File: config.mk
export PLATFORM = sky130hd
export DESIGN_NAME = seq_subtractor
export DESIGN_NICKNAME = d
export VERILOG_FILES = /design/src/rtl/seq_subtractor_pkg.sv /design/src/rtl/seq_subtractor_sub_chunk.sv /design/src/rtl/seq_subtractor.sv
export SDC_FILE = /design/constraint.sdc
export NUM_CORES = 1
export LEC_CHECK = 0
export ABC_AREA = 1
export CORE_AREA = 2 2 53 92
export CTS_CLUSTER_DIAMETER = 200
export CTS_CLUSTER_SIZE = 40
export DETAILED_ROUTE_END_ITERATION = 7
export DIE_AREA = 0 0 55 94
export SLEW_MARGIN = 20
export SYNTH_ARGS = -nofsm -noshare
export SYNTH_HDL_FRONTEND = slang
export SYNTH_SLANG_ARGS = --single-unit
File: constraint.sdc
create_clock -name clk_i -period 2.08 [get_ports clk_i]
set_clock_uncertainty 0.15 [all_clocks]
set_input_delay 0.416 -clock clk_i [delete_from_list [all_inputs] [get_ports clk_i]]
set_output_delay 0.416 -clock clk_i [all_outputs]
set_load 0.03 [all_outputs]
File: src/rtl/seq_subtractor_pkg.sv
// ---------------------------------------------------------------------------
// seq_subtractor_pkg
//   Shared primitives package for the sequential subtractor.
//   Holds the control FSM state encoding and the constant functions used to
//   size the datapath (operand width W and chunk count N).
// ---------------------------------------------------------------------------
package seq_subtractor_pkg;

  typedef enum logic [1:0] {
    IDLE = 2'd0,
    BUSY = 2'd1,
    DONE = 2'd2
  } state_t;

  function automatic int max_int(input int x, input int y);
    return (x > y) ? x : y;
  endfunction

  function automatic int ceil_div(input int num, input int den);
    return (num + den - 1) / den;
  endfunction

endpackage

File: src/rtl/seq_subtractor_sub_chunk.sv
// ---------------------------------------------------------------------------
// sub_chunk
//   Combinational CHUNK_WIDTH-bit subtract with borrow: diff = a - b - borrow_in.
//   Ports:
//     a, b        CHUNK_WIDTH  minuend / subtrahend slice
//     borrow_in   1            borrow from the less-significant slice
//     diff        CHUNK_WIDTH  difference slice
//     borrow_out  1            borrow into the more-significant slice
// ---------------------------------------------------------------------------
module sub_chunk #(
  parameter int CHUNK_WIDTH = 4
) (
  input  logic [CHUNK_WIDTH-1:0] a,
  input  logic [CHUNK_WIDTH-1:0] b,
  input  logic                   borrow_in,
  output logic [CHUNK_WIDTH-1:0] diff,
  output logic                   borrow_out
);

  // One extra bit on the left catches the wrap; it is set exactly when the
  // slice result went negative, i.e. a borrow is needed from above.
  always_comb begin
    {borrow_out, diff} = {1'b0, a} - {1'b0, b} - (CHUNK_WIDTH + 1)'(borrow_in);
  end

endmodule

File: src/rtl/seq_subtractor.sv
// ---------------------------------------------------------------------------
// seq_subtractor
//   Multi-cycle handshaked subtractor: data_o = data1_i - data2_i computed one
//   CHUNK_WIDTH slice per clock, LSB slice first, borrow carried in a register.
//   Ports:
//     clk_i     clock, rising edge
//     rst_i     synchronous active-high reset
//     data1_i   DATA_WIDTH_1  unsigned minuend
//     data2_i   DATA_WIDTH_2  unsigned subtrahend
//     valid_i   operands valid
//     ready_o   block can accept operands (IDLE and not in reset)
//     data_o    W+1  {borrow, difference}, two's-complement a - b
//     valid_o   data_o valid (DONE)
//     ready_i   downstream accepts the result
// ---------------------------------------------------------------------------
module seq_subtractor
  import seq_subtractor_pkg::*;
#(
  parameter string ARCHITECTURE = "BEHAVIORAL",
  parameter int    DATA_WIDTH_1 = 8,
  parameter int    DATA_WIDTH_2 = 8,
  parameter int    CHUNK_WIDTH  = 4,
  localparam int   W            = max_int(DATA_WIDTH_1, DATA_WIDTH_2)
) (
  input  logic                    clk_i,
  input  logic                    rst_i,
  input  logic [DATA_WIDTH_1-1:0] data1_i,
  input  logic [DATA_WIDTH_2-1:0] data2_i,
  input  logic                    valid_i,
  output logic                    ready_o,
  output logic [W:0]              data_o,
  output logic                    valid_o,
  input  logic                    ready_i
);

  localparam int N     = ceil_div(W, CHUNK_WIDTH);
  localparam int PW    = N * CHUNK_WIDTH;           // padded operand width
  localparam int CNT_W = (N > 1) ? $clog2(N) : 1;
  localparam logic [CNT_W-1:0] LAST = CNT_W'(N - 1);

  state_t           state_q, state_d;
  logic [PW-1:0]    a_q, b_q, res_q;
  logic             borrow_q;
  logic [CNT_W-1:0] count_q;

  logic                   accept;
  logic [CHUNK_WIDTH-1:0] a_slice, b_slice, diff;
  logic                   borrow_out;

  // ---------------------------------------------------------------- FSM ---
  // NOTE: sequential state uses non-blocking assignments so every register
  // samples pre-edge values regardless of statement order.
  always_ff @(posedge clk_i) begin
    if (rst_i) state_q <= IDLE;
    else       state_q <= state_d;
  end

  // NOTE: every output of this block gets a default first, so no path leaves
  // a variable unassigned and no latch is inferred.
  always_comb begin
    state_d = state_q;
    accept  = 1'b0;
    unique case (state_q)
      IDLE: if (valid_i) begin
        accept  = 1'b1;
        state_d = BUSY;
      end
      BUSY: if (count_q == LAST) state_d = DONE;
      DONE: if (ready_i) state_d = IDLE;
      default: state_d = IDLE;
    endcase
  end

  // ready_o is the only output with a path from rst_i: the block must not
  // advertise readiness while reset is being applied.
  assign ready_o = (state_q == IDLE) && !rst_i;
  assign valid_o = (state_q == DONE);
  assign data_o  = {borrow_q, res_q[W-1:0]};

  // ----------------------------------------------------------- datapath ---
  assign a_slice = a_q[int'(count_q) * CHUNK_WIDTH +: CHUNK_WIDTH];
  assign b_slice = b_q[int'(count_q) * CHUNK_WIDTH +: CHUNK_WIDTH];

  if (ARCHITECTURE == "VIRTEX5" || ARCHITECTURE == "VIRTEX6") begin : g_prim
    // Reserved for a carry-chain primitive variant; behavioural slice for now.
    sub_chunk #(.CHUNK_WIDTH(CHUNK_WIDTH)) u_sub_chunk (
      .a(a_slice), .b(b_slice), .borrow_in(borrow_q),
      .diff(diff), .borrow_out(borrow_out)
    );
  end else begin : g_behav
    sub_chunk #(.CHUNK_WIDTH(CHUNK_WIDTH)) u_sub_chunk (
      .a(a_slice), .b(b_slice), .borrow_in(borrow_q),
      .diff(diff), .borrow_out(borrow_out)
    );
  end

  // NOTE: operand registers are deliberately not reset; they are only read
  // after being loaded on accept, so a reset would cost routing for nothing.
  always_ff @(posedge clk_i) begin
    if (accept) begin
      a_q <= PW'(data1_i);   // zero-extend to whole chunks
      b_q <= PW'(data2_i);
    end
  end

  always_ff @(posedge clk_i) begin
    if (rst_i) begin
      res_q    <= '0;
      borrow_q <= 1'b0;
      count_q  <= '0;
    end else if (accept) begin
      borrow_q <= 1'b0;
      count_q  <= '0;
    end else if (state_q == BUSY) begin
      res_q[int'(count_q) * CHUNK_WIDTH +: CHUNK_WIDTH] <= diff;
      borrow_q <= borrow_out;
      // Counter stays at LAST through DONE; accept clears it.
      if (count_q != LAST) count_q <= count_q + 1'b1;
    end
  end

  // Padding bits of the result exist only to keep slice writes uniform.
  if (PW > W) begin : g_pad
    logic unused_pad;
    assign unused_pad = ^res_q[PW-1:W];
  end

endmodule

# Word level (Yosys, flattened, before mapping)

Cells that the tools add are included.

Add/sub/neg operators: 4
Equality and inequality tests: 5
Shift-type cells: 4
Muxes and demuxes: 8
Bitwise gates (word level): 1
Reductions and logical operators: 6

Operator list:

| kind                                                                   | count |
|---|---|
| 3-bit negation with 33-bit output                                      | 1 |
| 4-bit by 33-bit variable shift with 8-bit output, first input constant | 1 |
| 4-bit by 33-bit indexed part select with 8-bit output                  | 1 |
| 8-bit by 4-bit indexed part select with 4-bit output                   | 2 |
| 8-bit bitwise mux                                                      | 1 |
| 2-bit 2-to-1 mux                                                       | 3 |
| 2-bit one-hot mux with 3 select lines                                  | 1 |
| 4-bit by 4-bit subtractor with 5-bit output                            | 1 |
| 5-bit by 1-bit subtractor with 5-bit output                            | 1 |
| 2-bit != test, second input constant                                   | 2 |
| 1-bit 2-to-1 mux                                                       | 3 |
| 3-bit AND reduction                                                    | 1 |
| 2-bit by 1-bit == test with 1-bit output, second input constant        | 1 |
| 2-bit == test, second input constant                                   | 1 |
| 2-bit logical NOT                                                      | 1 |
| 2-bit by 1-bit != test with 1-bit output, second input constant        | 1 |
| 2-bit AND reduction                                                    | 1 |
| 2-bit OR reduction                                                     | 1 |
| 1-bit adder, second input constant                                     | 1 |
| 1-bit logical AND                                                      | 1 |
| 1-bit logical NOT                                                      | 1 |
| 1-bit NOT                                                              | 1 |

Register bits: 28
Bits of input ports: 20
Output and inout bits: 11

# Longest topological paths before layout

Gate-level depths: netlist (run 1).

Depth after elaboration: 5
Gate-level depth with buffers: 12

# Hierarchy

From an unflattened synthesis (run 1), not the netlist that was laid out.

Cell total of the unflattened synthesis: 150
Area total of the unflattened synthesis: 1,342.5 µm²

By module, submodules not included:

| module         | instances | cells an instance | area each (µm²) | sequential area each (µm²) |
|---|---|---|---|---|
| seq_subtractor | 1         | 115               | 1,112.3         | 720.7 |
| sub_chunk      | 1         | 35                | 230.2           | 0.0 |

# Least setup slack after synthesis (run 1)

Ideal clock, no wire load.

Path type: reg2reg
Start: reg count_q
End: reg borrow_q
Library setup time: 56 ps
Arrival: 1,811 ps
Data required time: 1,874 ps
Slack: 63 ps
Stages on the path, launching flop included: 12
Cells stage by stage: dfxtp_1 buf_6 mux2i_1 fa_1 fa_1 nand2_1 a21oi_1 nor2_1 nor2_1 nand2_1 nand2_1 inv_1

Word-level cells in the longest chain between the ends: 3
Elaborated cells on any way between the ends: 4

RTL lines:

| item                                                                           | RTL line                                   | RTL |
|---|---|---|
| from (decl)                                                                    | seq_subtractor.sv:44                       | `logic [CNT_W-1:0] count_q;` |
| from (signal assigned)                                                         | seq_subtractor.sv:118                      | `if (count_q != LAST) count_q <= count_q + 1'b1;` |
| 8-bit by 4-bit indexed part select with 4-bit output, on equally long branches | seq_subtractor.sv:81, seq_subtractor.sv:82 |  |
| 4-bit by 4-bit subtractor with 5-bit output (*)                                | seq_subtractor_sub_chunk.sv:23             | `{borrow_out, diff} = {1'b0, a} - {1'b0, b} - (CHUNK_WIDTH + 1)'(borrow_in);` |
| 5-bit by 1-bit subtractor with 5-bit output (*)                                | seq_subtractor_sub_chunk.sv:23             |  |
| to (signal assigned)                                                           | seq_subtractor.sv:116                      | `borrow_q <= borrow_out;` |
| to (decl)                                                                      | seq_subtractor.sv:43                       | `logic borrow_q;` |

Every way passes the cells marked *; elsewhere a longest branch is shown, timed or not.
A chain may end at the register's enable or synchronous reset.

# Final worst setup path (run 1)

Start: reg borrow_q
End: out data_o[8]

RTL lines:

| item      | RTL line             | RTL |
|---|---|---|
| to (decl) | seq_subtractor.sv:31 | `output logic [W:0] data_o,` |

No word-level cell between the ends.

==> flow_summary.json, run 1 <==
{
  "path_cells": "clkdlybuf4s50_1",
  "drtIter0Drc": 9,
  "period_needed_ps": 1955,
  "antenna_found_initial": 0,
  "post_cts_resize_count": 3,
  "holdCritPathClass": "reg -> reg",
  "root_buffer": "clkbuf_8",
  "synthTopCellsByArea": "edfxtp_1 (38%), dfxtp_1 (19%), nand2_1 (6.5%)",
  "status": "complete, no violations",
  "ioPinCount": 31,
  "post-route-period-util_pct": 94.01,
  "max_stage_delay_ps": 710,
  "async_reset_ff_share_pct": 0,
  "crit_family": "buffers and inverters",
  "cp.arrival_ps": 1390,
  "final_hold_viol_count": 0,
  "port_buffers": 30,
  "drtAntennaViolNets": 0,
  "maxSlewViolCount": 0,
  "num-nets-final": 187,
  "crit_fanout": 3,
  "setup_viol": 0,
  "maxSlewHeadroom_pct": 79.00,
  "area_growth_pct": 36.69,
  "maxCapViolations": 0,
  "grt_first_pass_wirelength_um": 3463,
  "pwr-share-comb_pct": 25.3,
  "required_ps": 1510,
  "grt_pass1_vias": 887,
  "viasPerCell": 4.303,
  "path_clk_slew_ps": 90,
  "seqPwrFrac_pct": 51.3,
  "switching_share_pct": 27.55,
  "first_pass_iters": 4,
  "rsz0062_at_grt": "no",
  "max_freq_mhz": 511.4,
  "antenna_cells": 0,
  "cts_hold_buf": 0,
  "p_int_uw": 910.4,
  "routedWlPerCell_um": 9.806,
  "cts_max_level": 1,
  "gp_congestion": 0.7184,
  "synth_top_area_share_pct": 37.87,
  "insertion_delay_ps": 270,
  "final_common_cell": "clkdlybuf4s50_1",
  "cp-end-kind": "output port",
  "worst_pin_slew_ps": 314.0,
  "clkSinkCount": 28,
  "synth_edf_count": 16,
  "layout_common_cells": "clkdlybuf4s50_1 (28), nand2_1 (22), inv_1 (20)",
  "worstSetupStartpointType": "flop",
  "seq_area_frac_synth_pct": 56.80,
  "yosysTopAreaCell": "edfxtp_1",
  "syn-instance-count": 123,
  "avgSynthCellArea_um2": 10.31,
  "die-area_um2": 5170,
  "cts_max_path_buffers": 2,
  "p_switching_uw": 346.2,
  "post-cts-setup-buffer-count": 0,
  "routed_wl_um": 2069,
  "overflow": 0,
  "die_height_um": 94,
  "drc": 0,
  "drive_above_1_share_pct": 14.37,
  "yosys_most_used_dff": "edfxtp_1",
  "clkPwrFrac_pct": 23.4,
  "syn_area_um2": 1269,
  "cts_made_buffers": 3,
  "critPathKind": "reg -> out",
  "grt_max_degree": 17,
  "syn_nets": 149,
  "grt.total_usage_pct": 9.108,
  "fp.dieW_um": 55,
  "synth_warnings": 0,
  "vias": 908,
  "crit_slowest_cell": "clkdlybuf4s50_1",
  "p_per_area_nw_per_um2": 724.6,
  "cts_tree": "yes",
  "cp.buffers_inverters": 1,
  "initial_core_util_pct": 28.81,
  "setup_tns_ps": 0,
  "dp.final_hpwl_um": 1718,
  "ys_seq_elements": 28,
  "p_leak_uw": 0.0007402,
  "core_um2": 4404,
  "ys_types": 23,
  "post-route-util_pct": 39.38,
  "ir_worst_vdd_mv": 0.3974,
  "rows": 32
}
## final timing paths
| check | slack [ps] | cells past startpoint | end | from |
|---|---|---|---|---|
| setup reg to reg | 130 | 12 | borrow_q | count_q |
| hold reg to reg | 370 | 2 | res_q[2] | res_q[2] |
| setup / recovery | 120 | 1 | data_o[8] | borrow_q |
| hold / removal | 370 | 2 | res_q[2] | res_q[2] |
## kinds of logic after synthesis
family          count (synthesis)  synth area share (%)
xor+xnor                        1                0.6905
buf+inv                        25                 8.482
flops                          28                 56.80
compound gates                 17                 7.100
fa+ha+maj                       6                 7.101
simple gates                   43                 17.46
mux                             3                 2.367
## per-stage QoR
step	power [µW]	cell area [µm²]	setup WS, ps	std cells	hold WS (ps)
finish	1257	1734	124.5	211	366.9
global route	1333	1734	10.86	211	423.7
detailed placement	961.0	1662	-45.89	207	351.1
floorplan	851.4	1269	63.46	123	335.1
CTS	1256	1709	45.24	211	377.6
global placement	955.9	1662	18.36	207	348.6
## cell type report
cell class	instances	area, µm²
Clock buffer	3	41.29
Clock inverter	1	3.754
Fill cell	465	2670
Inverter	23	88.84
Multi-Input combinational cell	70	461.7
Sequential cell	28	724.4
Tap cell	51	63.81
Timing Repair Buffer	35	350.3
## registers in the layout, indices dropped and copies added (netlist names)
signal and flops:
a_q 8, borrow_q 1, b_q 8, state_q 2
count_q 1, res_q 8
## Yosys cell counts, types with 2 or more instances
cell	n
mux2i_1	3
nor2_8	2
fa_1	2
dfxtp_1	12
ha_1	4
nand3_1	3
edfxtp_1	16
o21ai_0	3
inv_2	2
a21oi_1	8
inv_1	20
o21a_1	2
nand2_1	22
nor2_1	12
o21ai_1	4
## worst min-delay path, delay by kind of cell (launching register included)
kind / cells / cell delay [ps]
compound gates: 1 / 80
flops: 1 / 330
simple gates: 1 / 70
## power groups by stage
stage | Sequential (µW) | Clock, µW | Combinational, µW
finish | 645 | 294 | 318
CTS | 646 | 304 | 307
global placement | 657 | 0 | 299
floorplan | 678 | 0 | 173
detailed placement | 658 | 0 | 303
global route | 649 | 327 | 357
## metal layers
| metal | GRT usage [%] | vias up | share of wire, % |
|---|---|---|---|
| li1 | - | 464 | - |
| met1 | 8.998 | 412 | 36 |
| met2 | 17.06 | 27 | 57 |
| met3 | 1.911 | 5 | 5.5 |
| met4 | 3.659 | 0 | 1.6 |
| met5 | 0 | - | 0 |
No activity file was read; power rests on OpenSTA's default activity.
==> run 2: changes to the inputs <==
CORE_AREA = 2 2 45 77   (was 2 2 53 92)
DIE_AREA = 0 0 47 79   (was 0 0 55 94)
PLACE_DENSITY = 0.71   (was default)
==> run 2 against run 1 <==
  * Critical endpoint is now borrow_q
  * Register-to-register slack worse by 40 ps
  * Final cell count shrank 4.3%
  * Setup slack got worse by 38 ps
  * Hold slack gained 10 ps
  * First-iteration DRC count increased to 3.0 times the previous value
  * Highest routed layer unchanged
  * Power is 12% higher
  * Core utilization rose by 17 points
  * Routed wire length grew 8.7%
==> flow_summary.json, run 2 (same netlist as run 1, synthesis figures left out) <==
{
  "cp-end-kind": "flop",
  "fp.dieW_um": 47,
  "final_common_cell": "clkdlybuf4s50_1",
  "drtAntennaViolNets": 0,
  "worst_pin_slew_ps": 313.1,
  "post-route-period-util_pct": 95.83,
  "insertion_delay_ps": 280,
  "antenna_found_initial": 0,
  "grt_pass1_vias": 934,
  "cts_tree": "yes",
  "dp.final_hpwl_um": 1722,
  "required_ps": 2160,
  "worst_r2r_path_depth": 11,
  "holdCritPathClass": "reg -> reg",
  "p_per_area_nw_per_um2": 801.2,
  "path_clk_slew_ps": 90,
  "grt_max_degree": 18,
  "root_buffer": "clkbuf_8",
  "power.total_uw": 1411,
  "antenna_cells": 0,
  "core_um2": 3108,
  "port_buffers": 30,
  "drive_above_1_share_pct": 17.61,
  "layout_common_cells": "clkdlybuf4s50_1 (28), nand2_1 (19), inv_1 (19)",
  "setup_viol": 0,
  "rsz0062_at_grt": "yes",
  "layoutNonFillerInstCount": 202,
  "gp_congestion": 0.7690,
  "ioPinCount": 31,
  "cp.arrival_ps": 2080,
  "area_growth_pct": 38.86,
  "p_leak_uw": 0.0007545,
  "fin_area_um2": 1762,
  "final_hold_viol_count": 0,
  "cts_hold_buf": 0,
  "grt_first_pass_wirelength_um": 3781,
  "drc": 0,
  "overflow": 0,
  "post-route-util_pct": 56.68,
  "ir_worst_vdd_mv": 0.4924,
  "maxSlewHeadroom_pct": 79.06,
  "reg.largest.list": "a_q: 8 flops, b_q: 8 flops, res_q: 8 flops",
  "cts_max_level": 1,
  "die-area_um2": 3713,
  "routed_wl_um": 2248,
  "hold_depth": 2,
  "routedWlPerCell_um": 11.13,
  "vias": 921,
  "period_needed_ps": 1993,
  "status": "complete, no violations",
  "critPathKind": "reg -> reg",
  "maxSlewViolCount": 0,
  "initial_core_util_pct": 40.82,
  "clkSinkCount": 28,
  "crit_fanout": 2,
  "cts_made_buffers": 3,
  "num-nets-final": 186,
  "cts_max_path_buffers": 2,
  "grt.total_usage_pct": 14.26,
  "first_pass_iters": 4,
  "viasPerCell": 4.559,
  "worstSetupStartpointType": "flop",
  "drtIter0Drc": 27,
  "die_height_um": 79,
  "rows": 27,
  "placed_area_um2": 1644,
  "dp_cells": 198,
  "max_freq_mhz": 501.7,
  "maxCapViolations": 0
}
==> run 2: per-stage QoR <==
step | hold WS (ps) | TNS, ps | setup WS [ps]
finish | 377.1 | 0 | 86.69
global route | 409.4 | 0 | 6.312
CTS | 378.4 | 0 | 9.944
detailed placement | 351.8 | -147.2 | -65.04
global placement | 342.6 | -12.87 | -7.314
floorplan | 335.1 | 0 | 63.46
==> run 2: cell type report <==
cell class	instances	area (µm²)
Fill cell	277	1346
Sequential cell	28	724.4
Multi-Input combinational cell	70	476.7
Timing Repair Buffer	34	346.6
Inverter	23	88.84
Tap cell	43	53.80
Clock buffer	3	41.29
Clock inverter	1	30.03
==> run 2: path summary, 6_finish.rpt <==
kind / start / end / slack [ps]
worst min register to register: res_q[2] / res_q[2] / 380
worst max-delay path: b_q[4] / borrow_q / 90
worst min-delay path: res_q[2] / res_q[2] / 380
worst max register to register: b_q[4] / borrow_q / 90
==> run 2: per-layer routing <==
metal	share of wire [%]	routed length, µm	global-route usage (%)	vias to the layer above
met2	60	1338	25.75	32
met4	4.1	93	9.722	0
met1	33	738	13.37	420
met3	3.5	78	2.045	7
met5	0	0	0	-
li1	-	-	-	462
==> run 2: timing repair <==
action | in CTS | in global routing
buffers inserted | 0 | 0
resized for setup | 5 | 10
pin swaps | 0 | 5
setup endpoints to repair | 6 | 5
==> run 2: power breakdown <==
group          total (µW)  switching, µW  leakage, µW  internal (µW)
logic                 347            184     0.000467            163
clock network         420            163    0.0000357            258
registers             644           16.5     0.000252            628
==> run 2: worst max-delay path, stage by stage, from the launching register on <==
cell      delay (ps)
edfxtp_1         380
nand2_1           90
nand2_2           60
fa_2             420
fa_2             400
nand2_2           80
a21oi_2           60
nor2_1           120
nor2_1            60
nand2_1           50
nand2_1           40
inv_1             40
